**src/rtl/note_track_sequencer_pkg.sv**
```systemverilog
// Shared definitions for the note track sequencer.
// Holds the controller state enum and the widths of the pattern word,
// the note lane and the track RAM address.
package note_track_sequencer_pkg;

  localparam int PATTERN_W        = 4;
  localparam int TRACK_W          = 8;
  localparam int ADDR_W           = 7;
  localparam int ROWS_PER_PATTERN = 4;

  typedef enum logic [2:0] {
    NTS_IDLE     = 3'd0,
    NTS_PREFETCH = 3'd1,
    NTS_RUN      = 3'd2,
    NTS_DRAIN    = 3'd3,
    NTS_DONE     = 3'd4
  } nts_state_e;

endpackage

```
**src/rtl/note_track_sequencer_if.sv**
```systemverilog
// Track RAM read bus between the sequencer (master) and the RAM (slave).
//   ram_addr : read address driven by the sequencer
//   ram_q    : pattern word returned by the RAM
// Bus protocol: there is no valid/ready pair. The RAM is always ready;
// ram_q is valid RAM_LAT cycles after ram_addr changes and stays valid
// while ram_addr is held. The master only samples ram_q after holding
// the address for at least RAM_LAT cycles.
interface note_track_sequencer_if;
  import note_track_sequencer_pkg::*;

  logic [ADDR_W-1:0]    ram_addr;
  logic [PATTERN_W-1:0] ram_q;

  modport master (output ram_addr, input ram_q);
  modport slave  (input ram_addr, output ram_q);

endinterface

```
**src/rtl/note_track_sequencer_tick.sv**
```systemverilog
// Game tick divider.
// Ports:
//   clk, rst : clock and asynchronous active-high reset
//   enable   : counting allowed; when low the count is cleared
//   pause    : holds the count and suppresses the tick
//   tick     : combinational strobe in the cycle the count wraps
//              (the owner registers it together with its lane update)
module tick_divider #(
  parameter int TICK_DIV = 12_500_000
) (
  input  logic clk,
  input  logic rst,
  input  logic enable,
  input  logic pause,
  output logic tick
);

  localparam int CNT_W = (TICK_DIV > 1) ? $clog2(TICK_DIV) : 1;
  localparam logic [CNT_W-1:0] CNT_LAST = CNT_W'(TICK_DIV - 1);
  localparam logic [CNT_W-1:0] CNT_ONE  = CNT_W'(1);

  logic [CNT_W-1:0] cnt_q, cnt_d;

  always_comb begin
    cnt_d = cnt_q;
    tick  = 1'b0;
    if (!enable) begin
      cnt_d = '0;
    end else if (!pause) begin
      if (cnt_q == CNT_LAST) begin
        cnt_d = '0;
        tick  = 1'b1;
      end else begin
        cnt_d = cnt_q + CNT_ONE;
      end
    end
  end

  always_ff @(posedge clk or posedge rst) begin
    if (rst) cnt_q <= '0;
    else     cnt_q <= cnt_d;
  end

endmodule

```
**src/rtl/note_track_sequencer.sv**
```systemverilog
// Guitar Hero note lane controller.
// Paces the game with a divided tick, fetches 4-bit patterns from the
// track RAM and shifts them through an 8-row lane (track[0] = hit row).
// Ports:
//   CLOCK_50, RESET_GAME : clock, asynchronous active-high reset
//   start                : one-cycle pulse, starts a song from IDLE/DONE
//   pause                : level, freezes the game tick
//   ram_bus              : track RAM read bus (master side)
//   track                : note lane
//   tick, load_pulse     : registered pulses on lane advance / pattern load
//   playing, done        : song status
//   dbg_state            : current controller state
module note_track_sequencer
  import note_track_sequencer_pkg::*;
#(
  parameter int TICK_DIV = 12_500_000,
  parameter int SONG_LEN = 128,
  parameter int RAM_LAT  = 1
) (
  input  logic                  CLOCK_50,
  input  logic                  RESET_GAME,
  input  logic                  start,
  input  logic                  pause,
  note_track_sequencer_if.master ram_bus,
  output logic [TRACK_W-1:0]    track,
  output logic                  tick,
  output logic                  load_pulse,
  output logic                  playing,
  output logic                  done,
  output nts_state_e            dbg_state
);

  localparam int PHASE_W = $clog2(ROWS_PER_PATTERN);
  localparam logic [PHASE_W-1:0] PHASE_ONE = PHASE_W'(1);
  localparam logic [ADDR_W-1:0]  LAST_ADDR = ADDR_W'(SONG_LEN - 1);
  localparam logic [ADDR_W-1:0]  ADDR_ONE  = ADDR_W'(1);
  localparam logic [1:0]         LAT       = 2'(RAM_LAT);
  localparam logic [1:0]         LAT_M1    = 2'(RAM_LAT - 1);

  nts_state_e           state_q, state_d;
  logic [PHASE_W-1:0]   phase_q, phase_d;
  logic [PATTERN_W-1:0] pending_q, pending_d;
  logic [ADDR_W-1:0]    addr_q, addr_d;
  logic [TRACK_W-1:0]   track_q, track_d;
  logic                 tick_q, tick_d;
  logic                 load_q, load_d;
  logic [1:0]           wait_q, wait_d;
  logic                 fetch_busy_q, fetch_busy_d;
  logic                 last_fetched_q, last_fetched_d;  // pattern SONG_LEN-1 is in pending
  logic                 last_loaded_q, last_loaded_d;    // pattern SONG_LEN-1 is in the lane
  logic                 drain_seen_q, drain_seen_d;      // one phase-0 tick already spent in DRAIN
  logic                 tick_strobe;

  tick_divider #(.TICK_DIV(TICK_DIV)) u_tick_divider (
    .clk    (CLOCK_50),
    .rst    (RESET_GAME),
    .enable ((state_q == NTS_RUN) || (state_q == NTS_DRAIN)),
    .pause  (pause),
    .tick   (tick_strobe)
  );

  always_comb begin
    state_d        = state_q;
    phase_d        = phase_q;
    pending_d      = pending_q;
    addr_d         = addr_q;
    track_d        = track_q;
    tick_d         = 1'b0;
    load_d         = 1'b0;
    wait_d         = wait_q;
    fetch_busy_d   = fetch_busy_q;
    last_fetched_d = last_fetched_q;
    last_loaded_d  = last_loaded_q;
    drain_seen_d   = drain_seen_q;

    unique case (state_q)
      NTS_IDLE, NTS_DONE: begin
        if (start) begin
          state_d        = NTS_PREFETCH;
          track_d        = '0;
          addr_d         = '0;
          pending_d      = '0;
          phase_d        = '0;
          wait_d         = '0;
          fetch_busy_d   = 1'b0;
          last_fetched_d = 1'b0;
          last_loaded_d  = 1'b0;
          drain_seen_d   = 1'b0;
        end
      end

      NTS_PREFETCH: begin
        // The address was just cleared, so allow one cycle beyond RAM_LAT.
        if (wait_q == LAT) begin
          pending_d = ram_bus.ram_q;
          if (addr_q == LAST_ADDR) last_fetched_d = 1'b1;
          else                     addr_d = addr_q + ADDR_ONE;
          state_d = NTS_RUN;
          phase_d = '0;
        end else begin
          wait_d = wait_q + 2'd1;
        end
      end

      NTS_RUN, NTS_DRAIN: begin
        // Background fetch; the address has been stable since the
        // previous fetch, so it lands well before the next load tick.
        if (fetch_busy_q) begin
          if (wait_q == LAT_M1) begin
            pending_d    = ram_bus.ram_q;
            fetch_busy_d = 1'b0;
            if (addr_q == LAST_ADDR) last_fetched_d = 1'b1;
            else                     addr_d = addr_q + ADDR_ONE;
          end else begin
            wait_d = wait_q + 2'd1;
          end
        end

        if (tick_strobe) begin
          tick_d  = 1'b1;
          phase_d = phase_q + PHASE_ONE;
          if (phase_q == '0) begin
            track_d = {pending_q, track_q[TRACK_W-PATTERN_W:1]};
            load_d  = 1'b1;
            if (state_q == NTS_DRAIN) begin
              // Second phase-0 tick in DRAIN: the last pattern has left the lane.
              if (drain_seen_q && (track_q == '0)) state_d = NTS_DONE;
              else                                 drain_seen_d = 1'b1;
            end else if (last_loaded_q) begin
              state_d = NTS_DRAIN;
            end else if (last_fetched_q) begin
              last_loaded_d = 1'b1;
              pending_d     = '0;
            end else begin
              fetch_busy_d = 1'b1;
              wait_d       = '0;
            end
          end else begin
            track_d = {1'b0, track_q[TRACK_W-1:1]};
          end
        end
      end

      default: state_d = NTS_IDLE;
    endcase
  end

  always_ff @(posedge CLOCK_50 or posedge RESET_GAME) begin
    if (RESET_GAME) begin
      state_q        <= NTS_IDLE;
      phase_q        <= '0;
      pending_q      <= '0;
      addr_q         <= '0;
      track_q        <= '0;
      tick_q         <= 1'b0;
      load_q         <= 1'b0;
      wait_q         <= '0;
      fetch_busy_q   <= 1'b0;
      last_fetched_q <= 1'b0;
      last_loaded_q  <= 1'b0;
      drain_seen_q   <= 1'b0;
    end else begin
      state_q        <= state_d;
      phase_q        <= phase_d;
      pending_q      <= pending_d;
      addr_q         <= addr_d;
      track_q        <= track_d;
      tick_q         <= tick_d;
      load_q         <= load_d;
      wait_q         <= wait_d;
      fetch_busy_q   <= fetch_busy_d;
      last_fetched_q <= last_fetched_d;
      last_loaded_q  <= last_loaded_d;
      drain_seen_q   <= drain_seen_d;
    end
  end

  assign ram_bus.ram_addr = addr_q;
  assign track            = track_q;
  assign tick             = tick_q;
  assign load_pulse       = load_q;
  assign playing          = (state_q == NTS_PREFETCH) || (state_q == NTS_RUN) ||
                            (state_q == NTS_DRAIN);
  assign done             = (state_q == NTS_DONE);
  assign dbg_state        = state_q;

endmodule

```
**src/flat_wrapper.sv**
```systemverilog
// flat-port wrapper written by rule: the top's interface ports become plain ports
module note_track_sequencer_flat import note_track_sequencer_pkg::*;
#(
  parameter int TICK_DIV = 12_500_000,
  parameter int SONG_LEN = 128,
  parameter int RAM_LAT  = 1
)
  (CLOCK_50, RESET_GAME, start, pause, track, tick, load_pulse, playing, done, dbg_state, ram_bus_ram_addr, ram_bus_ram_q);
  note_track_sequencer_if ram_bus_i ();
  input  logic CLOCK_50;
  input  logic RESET_GAME;
  input  logic start;
  input  logic pause;
  output logic [TRACK_W-1:0] track;
  output logic tick;
  output logic load_pulse;
  output logic playing;
  output logic done;
  output nts_state_e dbg_state;
  output wire logic [$bits(ram_bus_i.ram_addr)-1:0] ram_bus_ram_addr;
  input wire logic [$bits(ram_bus_i.ram_q)-1:0] ram_bus_ram_q;
  assign ram_bus_ram_addr = ram_bus_i.ram_addr;
  assign ram_bus_i.ram_q = ram_bus_ram_q;
  note_track_sequencer #(.TICK_DIV(TICK_DIV), .SONG_LEN(SONG_LEN), .RAM_LAT(RAM_LAT)) u_core (.CLOCK_50(CLOCK_50), .RESET_GAME(RESET_GAME), .start(start), .pause(pause), .ram_bus(ram_bus_i), .track(track), .tick(tick), .load_pulse(load_pulse), .playing(playing), .done(done), .dbg_state(dbg_state));
endmodule
```
**config.mk**
```make
export PLATFORM = sky130hd
export DESIGN_NAME = note_track_sequencer_flat
export DESIGN_NICKNAME = d
export VERILOG_FILES = /design/src/rtl/note_track_sequencer_pkg.sv /design/src/rtl/note_track_sequencer_if.sv /design/src/rtl/note_track_sequencer_tick.sv /design/src/rtl/note_track_sequencer.sv /design/src/flat_wrapper.sv
export SDC_FILE = /design/constraint.sdc
export NUM_CORES = 1
export LEC_CHECK = 0
export BUFFER_PORTS_ARGS = -buffer_cell sky130_fd_sc_hd__buf_2
export CAP_MARGIN = 20
export CORE_UTILIZATION = 60
export DETAILED_ROUTE_END_ITERATION = 10
export PLACE_DENSITY = 0.81
export SLEW_MARGIN = 20
export SYNTH_ARGS = -nofsm -noshare
export SYNTH_HDL_FRONTEND = slang
export SYNTH_SLANG_ARGS = --single-unit
export TNS_END_PERCENT = 1
```
**constraint.sdc**
```tcl
create_clock -name CLOCK_50 -period 3.7 [get_ports CLOCK_50]
set_input_delay 0.37 -clock CLOCK_50 [delete_from_list [all_inputs] [get_ports CLOCK_50]]
set_output_delay 0.37 -clock CLOCK_50 [all_outputs]
set_load 0.02 [all_outputs]
```
## Word-level counts from Yosys, hierarchy flattened

Cells that the tools add are included.

| operators by class | value |
|---|---|
| $add $sub $neg | 4 |
| $mul | 0 |
| div/mod/pow operators | 0 |
| order comparisons | 0 |
| equality and inequality tests | 20 |
| shifts and indexed selects | 0 |
| muxes and demuxes | 77 |
| bitwise logic cells | 0 |
| reduce and logical (&&, ||, !) cells | 21 |

Operators by type and width:

| cell | number |
|---|---|
| $mux W24 | 3 |
| $mux W4 | 9 |
| $mux W7 | 5 |
| $mux W1 | 29 |
| $add A24 B1 Y24 const B | 1 |
| $eq A24 B24 Y1 const B | 1 |
| $mux W8 | 3 |
| $mux W2 | 11 |
| $mux W3 | 7 |
| $pmux W7 S3 | 1 |
| $pmux W8 S2 | 1 |
| $ne A2 B1 Y1 const B | 6 |
| $pmux W2 S3 | 2 |
| $pmux W4 S3 | 1 |
| $reduce_and A6 Y1 | 2 |
| $ne A2 B2 Y1 const B | 5 |
| $reduce_and A5 Y1 | 2 |
| $pmux W3 S3 | 1 |
| $reduce_and A3 Y1 | 3 |
| $logic_not A8 Y1 | 1 |
| $add A7 B1 Y7 const B | 1 |
| $eq A7 B7 Y1 const B | 1 |
| $eq A3 B2 Y1 const B | 2 |
| $pmux W1 S2 | 3 |
| 16 further kinds | 21 |

| word-level totals | value |
|---|---|
| bits in registers | 56 |
| bits in latches | 0 |
| bits in writable memories | 0 |
| memory bits (read-only) | 0 |
| input bits | 8 |
| word-level logic and storage cells | 135 |
| memories | 0 |

## Logic depth before layout (Yosys ltp)

| logic depth | value |
|---|---|
| word-level depth | 9 |
| depth in mapped cells | 8 |

## By module

Synthesis repeated with hierarchy kept, for this count alone.

| unflattened totals | value |
|---|---|
| cells, all modules | 339 |
| area total of the unflattened synthesis | 3,154.3 sq um |

By module, submodules not included:

| module | times used | cells an instance | area an instance (sq um) |
|---|---|---|---|
| note_track_sequencer | 1 | 162 | 1,679.1 |
| tick_divider | 1 | 177 | 1,475.2 |

## Worst setup path before layout

OpenSTA, ideal clock, no wires.

| timing | value |
|---|---|
| kind | register to register |
| start point | register u_core.u_tick_divider.cnt_q[0] |
| end point | register u_core.u_tick_divider.cnt_q[0] |
| library setup time | 121 ps |
| arrival | 1,928 ps |
| required time | 3,579 ps |
| path slack | 1,651 ps |
| cell stages (with the launch flop) | 9 |
| path buffers | 3 |
| cells stage by stage | dfrtp_1 > ha_1 > and4_1 > clkbuf_1 > nand2_1 > o31ai_1 > clkbuf_1 > buf_2 > nor2_1 |

| on the way | value |
|---|---|
| longest elaborated chain between the ends | 4 |
| elaborated cells on any way between the ends | 5 |
| classes of those cells | add/sub (1); eq/ne (1); mux (3) |

Ends and longest elaborated chain:

| element | line | source |
|---|---|---|
| start: declaration | note_track_sequencer_tick.sv:22 | `logic [CNT_W-1:0] cnt_q, cnt_d;` |
| start signal: assignment | note_track_sequencer_tick.sv:41 | `else cnt_q <= cnt_d;` |
| $add A24 B1 Y24 / $eq A24 B24 Y1 (equally long branches) | note_track_sequencer_tick.sv:34, note_track_sequencer_tick.sv:30 |  |
| $mux W24 (*) | note_track_sequencer_tick.sv:30 | `if (cnt_q == CNT_LAST) begin` |
| $mux W24 (*) | note_track_sequencer_tick.sv:29 | `end else if (!pause) begin` |
| $mux W24 (*) | note_track_sequencer_tick.sv:27 | `if (!enable) begin` |

Mark *: on every way between the ends. The rest lies on a longest branch, timed or not. The select of a mux whose other input is x is not followed.
A chain may end at the register's enable or synchronous reset.

## Worst setup path after layout

| timing | value |
|---|---|
| start point | register u_core.state_q[1], in the netlist u_core.dbg_state[1] |
| end point | register u_core.addr_q[5], in the netlist u_core.ram_bus.ram_addr[5] |

| on the way | value |
|---|---|
| longest elaborated chain between the ends | 4 |
| elaborated cells on any way between the ends | 14 |
| classes of those cells | eq/ne (8); mux (1); reduce/logical (5) |

Ends and longest elaborated chain:

| element | line | source |
|---|---|---|
| start: declaration | note_track_sequencer.sv:40 | `nts_state_e state_q, state_d;` |
| start signal: assignment | note_track_sequencer.sv:163 | `state_q <= state_d;` |
| $eq A3 B2 Y1 (tied with other cells) | note_track_sequencer.sv:76 | `unique case (state_q)` |
| $reduce_or A2 Y1 | note_track_sequencer.sv:76 |  |
| $ne A2 B1 Y1 (no source line) (tied with other cells) | -- |  |
| $reduce_and A5 Y1 (no source line) | -- |  |
| end signal: assignment | note_track_sequencer.sv:166 | `addr_q <= addr_d;` |
| end: declaration | note_track_sequencer.sv:43 | `logic [ADDR_W-1:0] addr_q, addr_d;` |

Several ways; a longest one is shown, not always the timed one.

==> results_dict.tcl <==
set metrics [dict create \
    cts_setup_buffers 0 \
    synthCells 328 \
    synth_flop_cell "dfrtp_1" \
    layout_setup_ws_ns 1.39 \
    p_leak_nw 1.53 \
    tritoncts "yes" \
    r2r_cells 5 \
    drive_above_1_share 0.152 \
    synth_edf_count 0 \
    antenna_cells 0 \
    synthDistinctLibCells 56 \
    power_density_nw_per_um2 476 \
    dr.pass1.iters 5 \
    syn-cell-area_um2 3030 \
    slew-limit-headroom 0.544 \
    grt_util_all_layers 0.265 \
    cp_max_fo 19 \
    period_share 0.626 \
    routed_wl_um 6530 \
    synth_seq_area_share 0.462 \
    overflow 0 \
    grt_use_met3 0.0566 \
    dieHeight_um 73.1 \
    finalSetupViolations 0 \
    rrSetupSlack_ns 1.39 \
    die-area_um2 5350 \
    cts_buffers 5 \
    rsz0062_at_grt "false" \
    die_x_um 73.1 \
    cts_hold_buf 0 \
    fp-row-count 25 \
    grt_pass1_wl_um 10900 \
    drv_slew 0 \
    syn_avg_cell_area_um2 9.25 \
    ys.warnings.count 0 \
    routedWlPerCell_um 15.4 \
    cp-start-kind "register" \
    clk-insertion-delay-late_ns 0.32 \
    synthArstFlopShare 1.00 \
    startpoint "u_core.dbg_state[1]" \
    fin_skew_ns 0.0112 \
    antenna_found_initial 0 \
    start_util 0.634 \
    hpwl_um 4560 \
    grt_max_degree 57 \
    use_met2 0.381 \
    drtIter0Drc 260 \
    r2r_start "u_core.dbg_state[1]" \
    postRouteAntennaNets 0 \
    gp_congestion 0.860 \
    fin_nets 369 \
    place_ws_ns 1.43 \
    num_io_pins 30 \
    path_class "register to register" \
    clockBufferDepth 2 \
    fmax_ghz 0.432 \
    port_buffers 29 \
    cts_root_buf "clkbuf_8" \
    end_kind "register" \
    required_ns 3.94 \
    ys_ff_latch 56 \
    crit_arrival_ns 2.56 \
    irDropWorstVdd_mv 0.305 \
    dp_cells 415 \
    fin_setup_tns_ns 0 \
    syn_to_final_growth_pct 10.4 \
    drc_errors 0 \
    synth_nets 342 \
    h-tree-depth 2 \
    path_clk_slew_ns 0.10 \
    finalHoldViolCount 0 \
    tightest_slew_ns 0.684 \
    num_vias 2553 \
    finalPower_mw 1.59 \
    period_needed_ns 2.31 \
    status "complete, no violations" \
    cap_violations 0 \
    viasPerCell 6.04 \
    grt_pass1_vias 2239 \
    cts_resized 0 \
    clock-sinks 56 \
    worstHoldPathType "input port to asynchronous set/reset pin" \
    core-area_um2 4790 \
    fin_cells 423 \
    busiest_layer "met1" \
    use_met1 0.407 \
]
[state kept, by name (all words and copies together), names as in the netlist]
| name | cells |
|---|---|
| u_core.fetch_busy_q | 1 |
| u_core.phase_q | 2 |
| u_core.dbg_state | 3 |
| u_core.drain_seen_q | 1 |
| u_core.load_pulse | 1 |
| u_core.ram_bus.ram_addr | 7 |
| u_core.last_loaded_q | 1 |
| u_core.wait_q | 2 |
| u_core.tick | 1 |
| u_core.u_tick_divider.cnt_q | 24 |
| u_core.track | 8 |
| u_core.pending_q | 4 |
| u_core.last_fetched_q | 1 |
[synthesized netlist by cell type (3+ instances only)]
| cell type | count | area, um^2 |
|---|---|---|
| nand3_1 | 13 | 65.1 |
| ha_1 | 6 | 75.1 |
| nor3_1 | 9 | 45.0 |
| nand3b_1 | 3 | 22.5 |
| nor4b_1 | 3 | 26.3 |
| xnor2_1 | 6 | 52.6 |
| o21ai_1 | 11 | 55.1 |
| a22o_1 | 7 | 61.3 |
| and3_1 | 5 | 31.3 |
| nor4_1 | 7 | 43.8 |
| nor2_1 | 29 | 109 |
| and2_1 | 4 | 25.0 |
| o21ai_0 | 10 | 50.1 |
| or3_1 | 5 | 31.3 |
| and4_1 | 3 | 26.3 |
| mux2_2 | 4 | 45.0 |
| inv_1 | 10 | 37.5 |
| a31oi_1 | 3 | 18.8 |
| nand2b_1 | 4 | 25.0 |
| a21oi_1 | 14 | 70.1 |
| a211oi_1 | 3 | 22.5 |
| nand2_1 | 41 | 154 |
| xor2_1 | 10 | 87.6 |
| nand4_1 | 12 | 75.1 |
| dfrtp_1 | 56 | 1400 |
| nor2b_1 | 4 | 25.0 |
| clkbuf_1 | 9 | 33.8 |
[critical path: stages, from the launching register on]
cell and delay, ns:
dfrtp_1 0.58, or3b_1 0.65, o21ai_2 0.26, nand4_1 0.21, or3_1 0.39, a21oi_1 0.15
[path summary, 6_finish.rpt]
check                                                 endpoint
worst min-delay path                           u_core.track[3]
worst min register to register               u_core.phase_q[0]
min in group CLOCK_50                      u_core.dbg_state[2]
max in group asynchronous       u_core.u_tick_divider.cnt_q[0]
worst max-delay path                u_core.ram_bus.ram_addr[5]
worst max register to register      u_core.ram_bus.ram_addr[5]
[area by class of cell]
class,count,area [um^2]
Multi-Input combinational cell,250,1550
Fill cell,383,1440
Sequential cell,56,1400
Timing Repair Buffer,32,168
Tap cell,67,83.8
Clock buffer,6,72.6
Inverter,10,37.5
Clock inverter,2,35.0
[cells by family (layout without fill, tap and decap cells)]
logic type / after synthesis / after routing / synth area share
and+or+nand+nor: 157 / 157 / 0.279
AOI/OAI and AO/OA: 65 / 65 / 0.139
DFF: 56 / 56 / 0.462
buffers and inverters: 22 / 50 / 0.0280
xor gates and xnor gates: 16 / 16 / 0.0462
adders and majority gates: 6 / 6 / 0.0247
muxes: 6 / 6 / 0.0214
[power breakdown]
group          switching [mW]  internal [mW]
clock                   0.201          0.201
sequential             0.0774          0.661
combinational           0.301          0.153
[routing by layer]
layer | part of all wire | up-vias
li1 | - | 1244
met1 | 0.50 | 1225
met2 | 0.44 | 77
met3 | 0.049 | 7
met4 | 0.0096 | 0
met5 | 0 | -
[per-stage QoR]
step                      hold slack, ns  instance area [um^2]  utilization
after global routing               0.283                  3350        0.700
after detailed placement           0.482                  3240        0.678
after floorplan                    0.449                  3030            -
after CTS                          0.251                  3350        0.700
after global placement             0.469                  3240        0.678
final                              0.223                  3350        0.700
[cell usage in the layout, fill, tap and decap left out, types with 2 or more instances in the layout]
cell       n
nand3_1   13
o211ai_1   2
mux2i_1    2
nor4_2     2
dfrtp_1   56
nand3b_1   3
xnor2_1    6
o22a_1     2
xor2_1    10
and3_1     5
nor4b_1    3
buf_2     29
a211oi_1   3
and4_1     3
clkbuf_8   5
o21ai_0   10
inv_1      9
a21oi_1   14
or3_1      5
a22o_1     7
nand2b_1   4
a211o_1    2
mux2_2     4
nor2_1    29
a31oi_1    3
buf_4      3
ha_1       6
nor4_1     7
and2_1     4
o21ai_1   11
nor3_1     9
nor3b_1    2
nand4_1   12
nand2_1   41
nor2b_1    4
(Power assumes the default switching activity.)
